File: src/rtl/flash_spi_pkg.sv
// Shared opcode, frame-length and FSM state definitions for the SPI flash read engine.
// SPI_FAST_READ_EN selects opcode 0x0B with 8 dummy clocks; undefined gives plain 0x03 read.
package flash_spi_pkg;

  typedef enum logic [2:0] {IDLE, SETUP, SHIFT, DONE, RELEASE} state_t;

  localparam logic [7:0] OP_READ      = 8'h03;
  localparam logic [7:0] OP_FAST_READ = 8'h0B;

  localparam int CMD_BITS   = 8;
  localparam int ADR_BITS   = 24;
  localparam int DUMMY_BITS = 8;
  localparam int DATA_BITS  = 16;

`ifdef SPI_FAST_READ_EN
  localparam logic [7:0] OPCODE = OP_FAST_READ;
  localparam int DUMMY_USED = DUMMY_BITS;
`else
  localparam logic [7:0] OPCODE = OP_READ;
  localparam int DUMMY_USED = 0;
`endif

  // Index of the first SCK cycle whose MISO bit belongs to the read data.
  localparam int DATA_START = CMD_BITS + ADR_BITS + DUMMY_USED;
  localparam int FRAME_BITS = DATA_START + DATA_BITS;

endpackage

File: src/rtl/spi_sck_tick.sv
// SCK half-period divider: rise/fall strobes every CLK_DIV clk cycles while en is high.
// Strobes are combinational from the counter; dropping en clears it so the next frame starts with SCK low.
module spi_sck_tick #(
  parameter int CLK_DIV = 2
) (
  input  logic clk,
  input  logic rst_n,
  input  logic en,
  output logic rise,
  output logic fall
);

  logic [7:0] cnt;
  logic       phase;
  logic       tick;

  assign tick = en && (cnt == 8'(CLK_DIV - 1));
  assign rise = tick && !phase;
  assign fall = tick && phase;

  always_ff @(posedge clk or negedge rst_n) begin
    if (!rst_n) begin
      cnt   <= '0;
      phase <= 1'b0;
    end else if (!en) begin
      cnt   <= '0;
      phase <= 1'b0;
    end else if (tick) begin
      cnt   <= '0;
      phase <= ~phase;
    end else begin
      cnt <= cnt + 8'd1;
    end
  end

endmodule

File: src/rtl/spi_flash_rd_engine.sv
// SPI mode-0 flash read of one 16-bit word; ack 2 + N*2*CLK_DIV cycles after ce is sampled.
// Requester holds ce until ack; ce low mid-frame aborts. SPI_FAST_READ_EN adds 0x0B + dummy clocks.
module spi_flash_rd_engine
  import flash_spi_pkg::*;
#(
  parameter int CLK_DIV = 2
) (
  input  logic        clk,
  input  logic        rst_n,
  input  logic        ce,
  input  logic [23:0] adr,
  output logic        ack,
  output logic [15:0] dat_o,
  output logic        spi_mosi,
  input  logic        spi_miso,
  output logic        spi_clk,
  output logic        spi_seln
);

  state_t      state, state_nxt;
  logic [31:0] sh_out;
  logic [15:0] sh_in;
  logic [5:0]  bit_cnt;
  logic        rise, fall;
  logic        last_bit;

  spi_sck_tick #(.CLK_DIV(CLK_DIV)) u_tick (
    .clk  (clk),
    .rst_n(rst_n),
    .en   (state == SHIFT),
    .rise (rise),
    .fall (fall)
  );

  assign last_bit = (bit_cnt == 6'(FRAME_BITS - 1));

  always_ff @(posedge clk or negedge rst_n) begin
    if (!rst_n) state <= IDLE;
    else        state <= state_nxt;
  end

  always_comb begin
    state_nxt = state;
    case (state)
      IDLE:    if (ce) state_nxt = SETUP;
      SETUP:   state_nxt = ce ? SHIFT : IDLE;
      SHIFT: begin
        if (!ce)                  state_nxt = IDLE;
        else if (fall && last_bit) state_nxt = DONE;
      end
      DONE:    state_nxt = RELEASE;
      RELEASE: if (!ce) state_nxt = IDLE;
      default: state_nxt = IDLE;
    endcase
  end

  always_ff @(posedge clk or negedge rst_n) begin
    if (!rst_n) begin
      sh_out   <= '0;
      sh_in    <= '0;
      bit_cnt  <= '0;
      ack      <= 1'b0;
      dat_o    <= '0;
      spi_mosi <= 1'b0;
      spi_clk  <= 1'b0;
      spi_seln <= 1'b1;
    end else begin
      ack <= 1'b0;
      case (state)
        IDLE: begin
          if (ce) begin
            sh_out   <= {OPCODE, adr};
            spi_mosi <= OPCODE[7];
            spi_seln <= 1'b0;
            bit_cnt  <= '0;
          end
        end
        SETUP, SHIFT: begin
          if (!ce) begin
            spi_seln <= 1'b1;
            spi_clk  <= 1'b0;
            spi_mosi <= 1'b0;
          end else if (rise) begin
            spi_clk <= 1'b1;
            if (bit_cnt >= 6'(DATA_START)) sh_in <= {sh_in[14:0], spi_miso};
          end else if (fall) begin
            // Zeros shift in behind the address, so MOSI idles low through dummy/data clocks.
            spi_clk  <= 1'b0;
            bit_cnt  <= bit_cnt + 6'd1;
            sh_out   <= sh_out << 1;
            spi_mosi <= sh_out[30];
          end
        end
        DONE: begin
          ack      <= 1'b1;
          spi_seln <= 1'b1;
          spi_mosi <= 1'b0;
          dat_o    <= {sh_in[7:0], sh_in[15:8]};
        end
        default: ;
      endcase
    end
  end

endmodule

File: config.mk
export PLATFORM = sky130hd
export DESIGN_NAME = spi_flash_rd_engine
export DESIGN_NICKNAME = d
export VERILOG_FILES = /design/src/rtl/flash_spi_pkg.sv /design/src/rtl/spi_sck_tick.sv /design/src/rtl/spi_flash_rd_engine.sv
export SDC_FILE = /design/constraint.sdc
export NUM_CORES = 1
export LEC_CHECK = 0
export ABC_CLOCK_PERIOD_IN_PS = 3650
export CAP_MARGIN = 20
export CORE_AREA = 2 2 88 90
export DETAILED_ROUTE_END_ITERATION = 6
export DIE_AREA = 0 0 90 92
export PLACE_DENSITY = 0.76
export SLEW_MARGIN = 30
export SYNTH_ARGS = -nofsm -noshare
export SYNTH_HDL_FRONTEND = slang
export SYNTH_SLANG_ARGS = --single-unit
File: constraint.sdc
create_clock -name clk -period 3.65 [get_ports clk]
set_input_delay 1.095 -clock clk [delete_from_list [all_inputs] [get_ports clk]]
set_output_delay 1.095 -clock clk [all_outputs]
set_load 0.02 [all_outputs]
==> summary.md, run 1 <==
| Metric | Value |
|---|---|
| Worst Tran Pin Value | `768.0 ps` |
| Placer congestion estimate | `0.7609` |
| Syn-to-layout area delta | `19.78%` |
| Row count | `32` |
| Die width | `90 um` |
| Clk_skew | `11.69 ps` |
| CTS Hold Bufs | `0` |
| Iter 0 DRT Violations | `149` |
| Max Fclk | `365.4 MHz` |
| Largest net degree at the start of global routing | `86` |
| Antenna violations before repair | `0` |
| CP Capture Type | `flop` |
| Final Critical Period | `2737 ps` |
| Crit Path Category | `primary input to flop` |
| Vias in the first global route | `2539` |
| PostCTS Resize Cnt | `0` |
| Max-Cap Viols | `0` |
| Non-Filler Instances | `481` |
| Post-synth EDFFs | `0` |
| CTS tree | `yes` |
| Final hold vios | `0` |
| Filler Cell Count | `610` |
| Area leader, netlist | `dfrtp_1` |
| Vias per cell | `5.200` |
| Min-delay worst type | `flop to flop` |
| IO Pins | `48` |
| CTS buffer count | `9` |
| Pleak | `0.002123 uW` |
| Synth Flop Type | `dfrtp_1` |
| Post-CTS Setup Inserts | `0` |
| #FFs+latches synth | `85` |
| RSZ-0062 raised after global routing | `no` |
| Post-synthesis cell type count | `47` |
| Initial core utilization | `0.5223` |
| Die ar. | `8280 um2` |
| DRC Markers | `0` |
| Worst skew pair latency | `360 ps` |
| GRT Util Overall | `0.1827` |
| Share of post-route cells with drive strength above 1 | `0.2375` |
| Via count | `2501` |
| Drt total wl | `6910 um` |
| # setup viols final | `0` |
| Drt first pass iters | `4` |
| Share of synthesized registers carrying an async set or reset | `1.000` |
| Routed wire per std cell | `14.37 um` |
| Worst endpoint required time | `3890 ps` |
| Detail Route Antenna Nets | `0` |
| Fin. max-slew vios | `0` |
| Clock net sink count | `85` |
| Core area | `7447 um2` |
| CP Data Arrival Time | `2980 ps` |
| Tcrit/Tclk final | `0.7498` |
| Post-place setup slack | `565.1 ps` |
| Die H | `92 um` |
| Cell count after synthesis | `326` |
| Synth top area cells | `dfrtp_1, mux2_2, nand2_1` |
| CP Max Fanout | `25` |
| Sequential share of the synthesized area | `0.5471` |
| CP startpoint kind | `primary input` |
| Clock Tree Root | `clkbuf_8` |
| IO buf count | `47` |
| Yosys top cell area share | `0.5404` |
| Syn. warnings | `0` |
| GRT overflow | `0` |
| Antenna cells | `0` |
| First-pass GRT wire length | `12130 um` |
| Post-DP HPWL | `4387 um` |
| Peak VDD IR | `0.3531 mV` |
| Cells after DPL | `465` |
| Htree depth | `3` |
| Status | `finished clean` |
| Clk buf depth | `2` |
| PwrDens | `653.7 nW/um2` |
| Syn Area/Cell | `11.93 um2` |
| CTS clk-pin slew, worst paths | `90 ps` |
| Synth Cell Area | `3890 um2` |
| Worst setup margin | `913.2 ps` |
| Synthesized Nets | `358` |
| Setup tns final | `0 ps` |
| # nets final | `406` |
| Relative slew slack | `0.4880` |
[per-layer routing]
layer,up-vias,part of all wire,track usage
met1,1225,0.47,0.2512
met2,54,0.47,0.2826
met3,7,0.051,0.05012
li1,1215,-,-
met4,0,0.011,0.06154
met5,-,0,0
[synth_stat cells (2+ instances only)]
cell type	count
buf_6	2
nand2_1	56
or3_1	2
o21ai_0	9
nand2b_1	4
nor3_1	2
nor2b_1	3
mux2_2	50
clkbuf_1	5
inv_1	11
a31oi_1	5
xor2_1	3
mux2_4	10
mux2i_1	3
nor2_1	13
dfrtp_1	84
nor3b_1	2
buf_2	5
a21oi_1	6
or4b_4	2
nand4_1	7
buf_8	2
xnor2_1	4
nand3_1	5
and2_1	2
ha_1	4
and3_1	2
nor4_1	2
nand3b_1	3
[power breakdown]
part | switching [uW] | total, uW | internal [uW]
logic | 495 | 1070 | 573
clock network | 374 | 707 | 334
registers | 130 | 1270 | 1140
total | 998 | 3050 | 2050
[worst max-delay path, stage by stage]
cell             delay [ps]
clkdlybuf4s50_1         610
nand2b_1                160
nor2_1                  140
and2_1                  380
buf_12                  230
mux2_2                  350
[flip-flops by register name (all words and copies together), names as in the netlist]
register	flops
spi_clk	1
bit_cnt	6
u_tick.phase	1
sh_in	16
spi_seln	1
state	3
dat_o	16
u_tick.cnt	8
sh_out	31
spi_mosi	1
ack	1
[kinds of logic (layout without fill, tap and decap cells)]
kind of cell | count (synthesis) | in the layout | share of synthesized area
and+or+nand+nor | 109 | 109 | 0.1428
DFF | 85 | 85 | 0.5471
muxes | 64 | 64 | 0.1940
AOI/OAI and AO/OA | 30 | 30 | 0.04922
buffers and inverters | 27 | 80 | 0.03828
xor gates and xnor gates | 7 | 7 | 0.01576
adders and majority gates | 4 | 4 | 0.01287
[cells in the final DEF, fill, tap and decap left out, types with 3 or more instances in the layout]
master and instances:
mux2_4 10, buf_4 4, ha_1 4, nor2_1 13, nand3_1 5, mux2i_1 3
a31oi_1 5, clkdlybuf4s50_1 46, xor2_1 3, nand4_1 7, o21ai_0 9, nand2b_1 4
clkbuf_8 9, a21oi_1 6, nand3b_1 3, inv_1 11, xnor2_1 4, mux2_2 50
nand2_1 56, dfrtp_1 84
[worst paths after layout]
| check | end | cells after the start | slack, ps | from |
|---|---|---|---|---|
| min reg2reg | dat_o[7] | 2 | 480 | dat_o[7] |
| min in group asynchronous | bit_cnt[5] | 1 | 780 | rst_n |
| max | sh_out[10] | 6 | 910 | ce |
| max reg2reg | sh_out[10] | 7 | 1120 | u_tick.cnt[1] |
| max in group asynchronous | sh_out[22] | 1 | 2340 | rst_n |
| min | dat_o[7] | 2 | 480 | dat_o[7] |
[area by class of cell]
| class | count | area, um2 | share of cell area |
|---|---|---|---|
| Clock buffer | 9 | 123.9 | 0.02658 |
| Inverter | 12 | 45.04 | 0.009667 |
| Sequential cell | 85 | 2128 | 0.4568 |
| Timing Repair Buffer | 52 | 521.8 | 0.1120 |
| Clock inverter | 7 | 92.59 | 0.01987 |
| Tap cell | 102 | 127.6 | 0.02739 |
| Multi-Input combinational cell | 214 | 1620 | 0.3477 |
[through the flow]
stage	hold slack, ps	utilization	instance area [um2]	total power (uW)
floorplan	439.0	-	3890	2135
global placement	456.8	0.5961	4439	2321
detailed placement	462.0	0.5966	4443	2358
CTS	485.6	0.6257	4659	3073
global route	511.0	0.6257	4659	3235
finish	478.9	0.6257	4659	3046
Power figures use the tool's default switching activity.
==> run 2, diff against run 1 <==
--- a/config.mk
+++ b/config.mk
@@ -5,12 +5,12 @@
 export SDC_FILE = /design/constraint.sdc
 export NUM_CORES = 1
 export LEC_CHECK = 0
-export ABC_CLOCK_PERIOD_IN_PS = 3650
+export ABC_CLOCK_PERIOD_IN_PS = 2300
 export CAP_MARGIN = 20
-export CORE_AREA = 2 2 88 90
+export CORE_AREA = 2 2 92 94
 export DETAILED_ROUTE_END_ITERATION = 6
-export DIE_AREA = 0 0 90 92
-export PLACE_DENSITY = 0.76
+export DIE_AREA = 0 0 94 96
+export PLACE_DENSITY = 0.73
 export SLEW_MARGIN = 30
 export SYNTH_ARGS = -nofsm -noshare
 export SYNTH_HDL_FRONTEND = slang
==> constraint.sdc (replaced) <==
create_clock -name clk -period 2.3 [get_ports clk]
set_input_delay 0.69 -clock clk [delete_from_list [all_inputs] [get_ports clk]]
set_output_delay 0.69 -clock clk [all_outputs]
set_load 0.02 [all_outputs]
==> run 2 against run 1 <==
Sequential share of layout area down 1.1 points; worst hold slack got worse by 230 ps; largest cell class unchanged; critical path type is now flop to output port; flip-flop and latch count unchanged; clock skew grew 4.0 ps; critical path depth is 5 lower; non-clock buffer count up 12; clock power increased by 49%; first-iteration DRC count fell by 42%.
==> summary.md, run 2 (synthesis results as in run 1) <==
| Metric | Value |
|---|---|
| Non-Filler Instances | `496` |
| Share of post-route cells with drive strength above 1 | `0.2609` |
| Delay of the slowest critical-path stage | `610 ps` |
| Filler Cell Count | `673` |
| Reg2reg end | `sh_in[7]` |
| Fin. max-slew vios | `0` |
| Die H | `96 um` |
| Largest regs | `sh_out: 31 flops, dat_o: 16 flops, sh_in: 16 flops` |
| Worst setup margin | `72.73 ps` |
| IO Pins | `48` |
| Drt first pass iters | `4` |
| Sequential power share | `0.408` |
| Tcrit/Tclk final | `0.9684` |
| Row count | `33` |
| RSZ-0062 raised after global routing | `no` |
| Clock Tree Root | `clkbuf_8` |
| CP Data Arrival Time | `1540 ps` |
| Syn-to-layout area delta | `22.74%` |
| First-pass GRT wire length | `12540 um` |
| Final hold vios | `0` |
| PwrDens | `1027 nW/um2` |
| Largest net degree at the start of global routing | `44` |
| CP max stage cell | `clkdlybuf4s50_1` |
| Vias in the first global route | `2635` |
| Worst skew pair latency | `360 ps` |
| Worst Tran Pin Value | `503.9 ps` |
| Clk buf depth | `2` |
| Core area | `8051 um2` |
| Clock Power Share | `0.215` |
| CP startpoint kind | `flop` |
| Status | `finished clean` |
| # setup viols final | `0` |
| Routed wire per std cell | `14.52 um` |
| Crit-path leading delay family | `buffers and inverters` |
| Vias per cell | `5.185` |
| DRC Markers | `0` |
| Post-place setup slack | `-29.81 ps` |
| Total power | `4901 uW` |
| Detail Route Antenna Nets | `0` |
| Via count | `2572` |
| Die ar. | `9024 um2` |
| # nets final | `418` |
| WP buf/inv | `1` |
| Clock net sink count | `85` |
| Worst R2R Setup Slack | `120 ps` |
| Min-delay worst type | `primary input to asynchronous set/reset pin` |
| CP Capture Type | `output port` |
| CP Max Fanout | `4` |
| IO buf count | `47` |
| Hold WS | `247.8 ps` |
| P_sw | `1630 uW` |
| Relative slew slack | `0.6618` |
| Crit Path Category | `flop to output port` |
| Commonest non-fill, non-tap cell in the layout | `dfrtp_1` |
| Initial core utilization | `0.4831` |
| Combinational group share of total power | `0.377` |
| Setup tns final | `0 ps` |
| Cells after DPL | `480` |
| Max Fclk | `449.0 MHz` |
| Post-CTS Setup Inserts | `0` |
| Post-DP HPWL | `5088 um` |
| Most frequent cells in the layout | `dfrtp_1, nand2_1, mux2_2` |
| CTS buffer count | `9` |
| PostCTS Resize Cnt | `0` |
| Placer congestion estimate | `0.7575` |
| Worst endpoint required time | `1610 ps` |
| Htree depth | `3` |
| Die width | `94 um` |
| GRT overflow | `0` |
| CTS Hold Bufs | `0` |
| Iter 0 DRT Violations | `86` |
| Critical R2R Launch | `u_tick.cnt[1]` |
| Antenna violations before repair | `0` |
| FF-to-FF path depth | `7` |
| Switching Share | `0.3326` |
| Max-Cap Viols | `0` |
| Internal | `3271 uW` |
| Clk_skew | `15.70 ps` |
| Antenna cells | `0` |
| Drt total wl | `7201 um` |
| Peak VDD IR | `0.6181 mV` |
| GRT Util Overall | `0.1783` |
| Most flops, register | `sh_out` |
| Pleak | `0.002192 uW` |
| Cell chain of the critical path | `clkdlybuf4s50_1` |
| Largest register FFs | `31` |
| CTS tree | `yes` |
| Final Critical Period | `2227 ps` |
| CTS clk-pin slew, worst paths | `100 ps` |
-- run 2: cell types whose count changed in the layout (fill, tap and decap cells not counted), sizes merged --
| cell | delta |
|---|---|
| buf | +12 |
| bufinv | -1 |
| clkinv | +2 |
| clkinvlp | -1 |
-- run 2: how the worst max path moves through the flow --
stage             startpoint    endpoint  slack (ps)  cells after the start
5_1_grt             spi_seln    spi_seln          20                      1
4_1_cts             spi_seln    spi_seln          50                      1
3_3_place_gp              ce   sh_out[8]          20                      6
2_1_floorplan  u_tick.cnt[1]  sh_out[10]         150                      8
6_report            spi_seln    spi_seln          70                      1
3_5_place_dp              ce   sh_out[3]         -30                      6
-- run 2: power groups by stage --
| stage | Clock [uW] | Combinational [uW] | Sequential (uW) |
|---|---|---|---|
| global route | 1160 | 2050 | 2040 |
| global placement | 0 | 1820 | 2010 |
| floorplan | 0 | 1420 | 1970 |
| finish | 1050 | 1850 | 2000 |
| detailed placement | 0 | 1880 | 2030 |
| CTS | 1080 | 1880 | 2000 |
-- run 2: layer usage --
metal / GRT usage / part of all wire / vias up
met5: 0 / 0 / -
li1: - / - / 1237
met1: 0.2457 / 0.49 / 1286
met3: 0.05325 / 0.039 / 8
met2: 0.2732 / 0.46 / 41
met4: 0.05556 / 0.017 / 0
-- run 2: metrics by stage --
| stage | util | area [um2] |
|---|---|---|
| after floorplan | - | 3890 |
| after global placement | 0.5677 | 4571 |
| after detailed placement | 0.5677 | 4571 |
| after CTS | 0.5930 | 4775 |
| after global routing | 0.5930 | 4775 |
| final | 0.5930 | 4775 |
-- run 2: layout make-up --
cell class                      instances  area [um2]  share of cell area
Clock buffer                            9       123.9             0.02594
Tap cell                              105       131.4             0.02752
Inverter                               12       45.04            0.009434
Sequential cell                        85        2128              0.4458
Multi-Input combinational cell        214        1620              0.3394
Timing Repair Buffer                   64       645.6              0.1352
Clock inverter                          7       80.08             0.01677
==> run 3, diff against run 2 <==
--- a/config.mk
+++ b/config.mk
@@ -10,6 +10,7 @@
 export CORE_AREA = 2 2 92 94
 export DETAILED_ROUTE_END_ITERATION = 6
 export DIE_AREA = 0 0 94 96
+export GPL_TIMING_DRIVEN = 0
 export PLACE_DENSITY = 0.73
 export SLEW_MARGIN = 30
 export SYNTH_ARGS = -nofsm -noshare
==> run 3 against run 2 <==
Global-route usage down 1.0 points; sequential share of layout area down 0.15 points; die area unchanged; worst hold slack worse by 67 ps; via count up 2.3%; power down 0.22%; clock skew up 1.8 ps; core utilization up 0.20 points; register-to-register slack worse by 50 ps; largest cell class unchanged.
==> summary.md, run 3 (synthesis results as in run 1) <==
| Metric | Value |
|---|---|
| Status | `finished clean` |
| Placer congestion estimate | `0.7598` |
| CTS tree | `yes` |
| Delay of the slowest critical-path stage | `510 ps` |
| Most flops, register | `sh_out` |
| Fin. max-slew vios | `0` |
| Total power | `4890 uW` |
| Clock Tree Root | `clkbuf_8` |
| Clk buf depth | `2` |
| IO Pins | `48` |
| Most frequent cells in the layout | `dfrtp_1, nand2_1, mux2_2` |
| Drt first pass iters | `4` |
| CTS buffer count | `9` |
| Syn-to-layout area delta | `23.16%` |
| # nets final | `423` |
| Row count | `33` |
| CP Data Arrival Time | `2480 ps` |
| Vias in the first global route | `2620` |
| Initial core utilization | `0.4831` |
| CP startpoint kind | `flop` |
| Dpl cell area | `4521 um2` |
| # setup viols final | `0` |
| Pleak | `0.002208 uW` |
| Worst skew pair latency | `370 ps` |
| Met3 usage in global routing | `0.05638` |
| Max-Cap Viols | `0` |
| Clock net sink count | `85` |
| CTS clk-pin slew, worst paths | `100 ps` |
| Core area | `8051 um2` |
| Relative slew slack | `0.6519` |
| Finished Cell Area | `4791 um2` |
| Peak VDD IR | `0.5382 mV` |
| Die width | `94 um` |
| Drt total wl | `6982 um` |
| Worst endpoint required time | `2550 ps` |
| Worst Tran Pin Value | `518.7 ps` |
| Post-DP HPWL | `4743 um` |
| GRT overflow | `0` |
| Detail Route Antenna Nets | `0` |
| Tcrit/Tclk final | `0.9699` |
| First-pass GRT wire length | `11860 um` |
| Commonest non-fill, non-tap cell in the layout | `dfrtp_1` |
| CTS Hold Bufs | `0` |
| Max Fclk | `448.3 MHz` |
| Iter 0 DRT Violations | `121` |
| Crit Path Category | `flop to flop` |
| Setup tns final | `0 ps` |
| IO buf count | `47` |
| Die H | `96 um` |
| CP Max Fanout | `10` |
| Largest net degree at the start of global routing | `56` |
| Routed wire per std cell | `13.91 um` |
| Cell chain of the critical path | `inv_1, ha_1, or4b_4, nor3_4, nand4_4, buf_6, mux2_4` |
| Htree depth | `3` |
| CP Capture Type | `flop` |
| M1 GR Usage | `0.2062` |
| Share of post-route cells with drive strength above 1 | `0.2626` |
| Worst R2R Setup Slack | `70 ps` |
| Antenna violations before repair | `1` |
| PwrDens | `1021 nW/um2` |
| Min-delay worst type | `primary input to asynchronous set/reset pin` |
| Vias per cell | `5.241` |
| Most used routing layer | `met2` |
| Final hold vios | `0` |
| GRT Util Overall | `0.1683` |
| Fin util | `0.5950` |
| Largest register FFs | `31` |
| Die ar. | `9024 um2` |
| DRC Markers | `0` |
| Via count | `2631` |
| M2 GR Usage | `0.2804` |
| CP max stage cell | `or4b_4` |
| Largest regs | `sh_out: 31 flops, dat_o: 16 flops, sh_in: 16 flops` |
| Clk_skew | `17.48 ps` |
| Final Critical Period | `2231 ps` |
## run 3: cell types whose count changed in the layout (fill, tap and decap cells not counted), moves of 3 or more
cell      before  now
clkbuf_1       0    4
buf_2          0    5
buf_6          0    3
buf_12         4    0
buf_4         14    7
## run 3: final cells by class
class	count	area [um2]
antenna	1	2.502
buffer	15	105.1
clock buffer	9	123.9
clock inverter	7	81.33
fill	658	3261
inverter	12	45.04
multi-input combinational	214	1627
sequential	85	2128
tap	105	131.4
timing repair buffer	54	546.8
## run 3: path summary, 6_finish.rpt
| check | from | to | depth (start not counted) |
|---|---|---|---|
| max | u_tick.cnt[1] | sh_in[9] | 7 |
| min | rst_n | sh_in[12] | 1 |
| max reg2reg | u_tick.cnt[1] | sh_in[9] | 7 |
| min reg2reg | dat_o[14] | dat_o[14] | 2 |
| max in group asynchronous | rst_n | sh_out[25] | 2 |
| min in group clk | dat_o[14] | dat_o[14] | 2 |
## run 3: per-stage QoR
stage	instances	hold WS [ps]	setup slack, ps
5_1_grt	502	186.1	-35.50
3_3_place_gp	478	459.2	-2498
4_1_cts	496	182.5	1.106
6_report	502	180.4	69.18
3_5_place_dp	479	461.6	-641.1
2_1_floorplan	326	394.4	147.8
## run 3: worst max-delay path, delay by kind of cell (launching register included)
family	cells	cell delay (ps)
simple gates	3	970
flops	1	410
mux	1	300
fa+ha+maj	1	160
buf+inv	2	280
## run 3: timing repair
item / CTS / global route
buffers inserted: 1 / 5
gates resized for setup: 3 / 2
endpoints found under the setup margin: 37 / 29
pin swaps: 1 / 2
## run 3: power breakdown
group / internal [uW] / leakage (uW) / switching [uW]
sequential: 1810 / 0.00112 / 154
clock: 517 / 0.000106 / 577
combinational: 974 / 0.000986 / 857
total: 3300 / 0.00221 / 1590
## run 3: routing by layer
metal	wire (um)	share of wire	up-vias
li1	-	-	1254
met1	3144	0.45	1319
met2	3354	0.48	49
met3	359	0.051	9
met4	123	0.018	0
met5	0	0	-
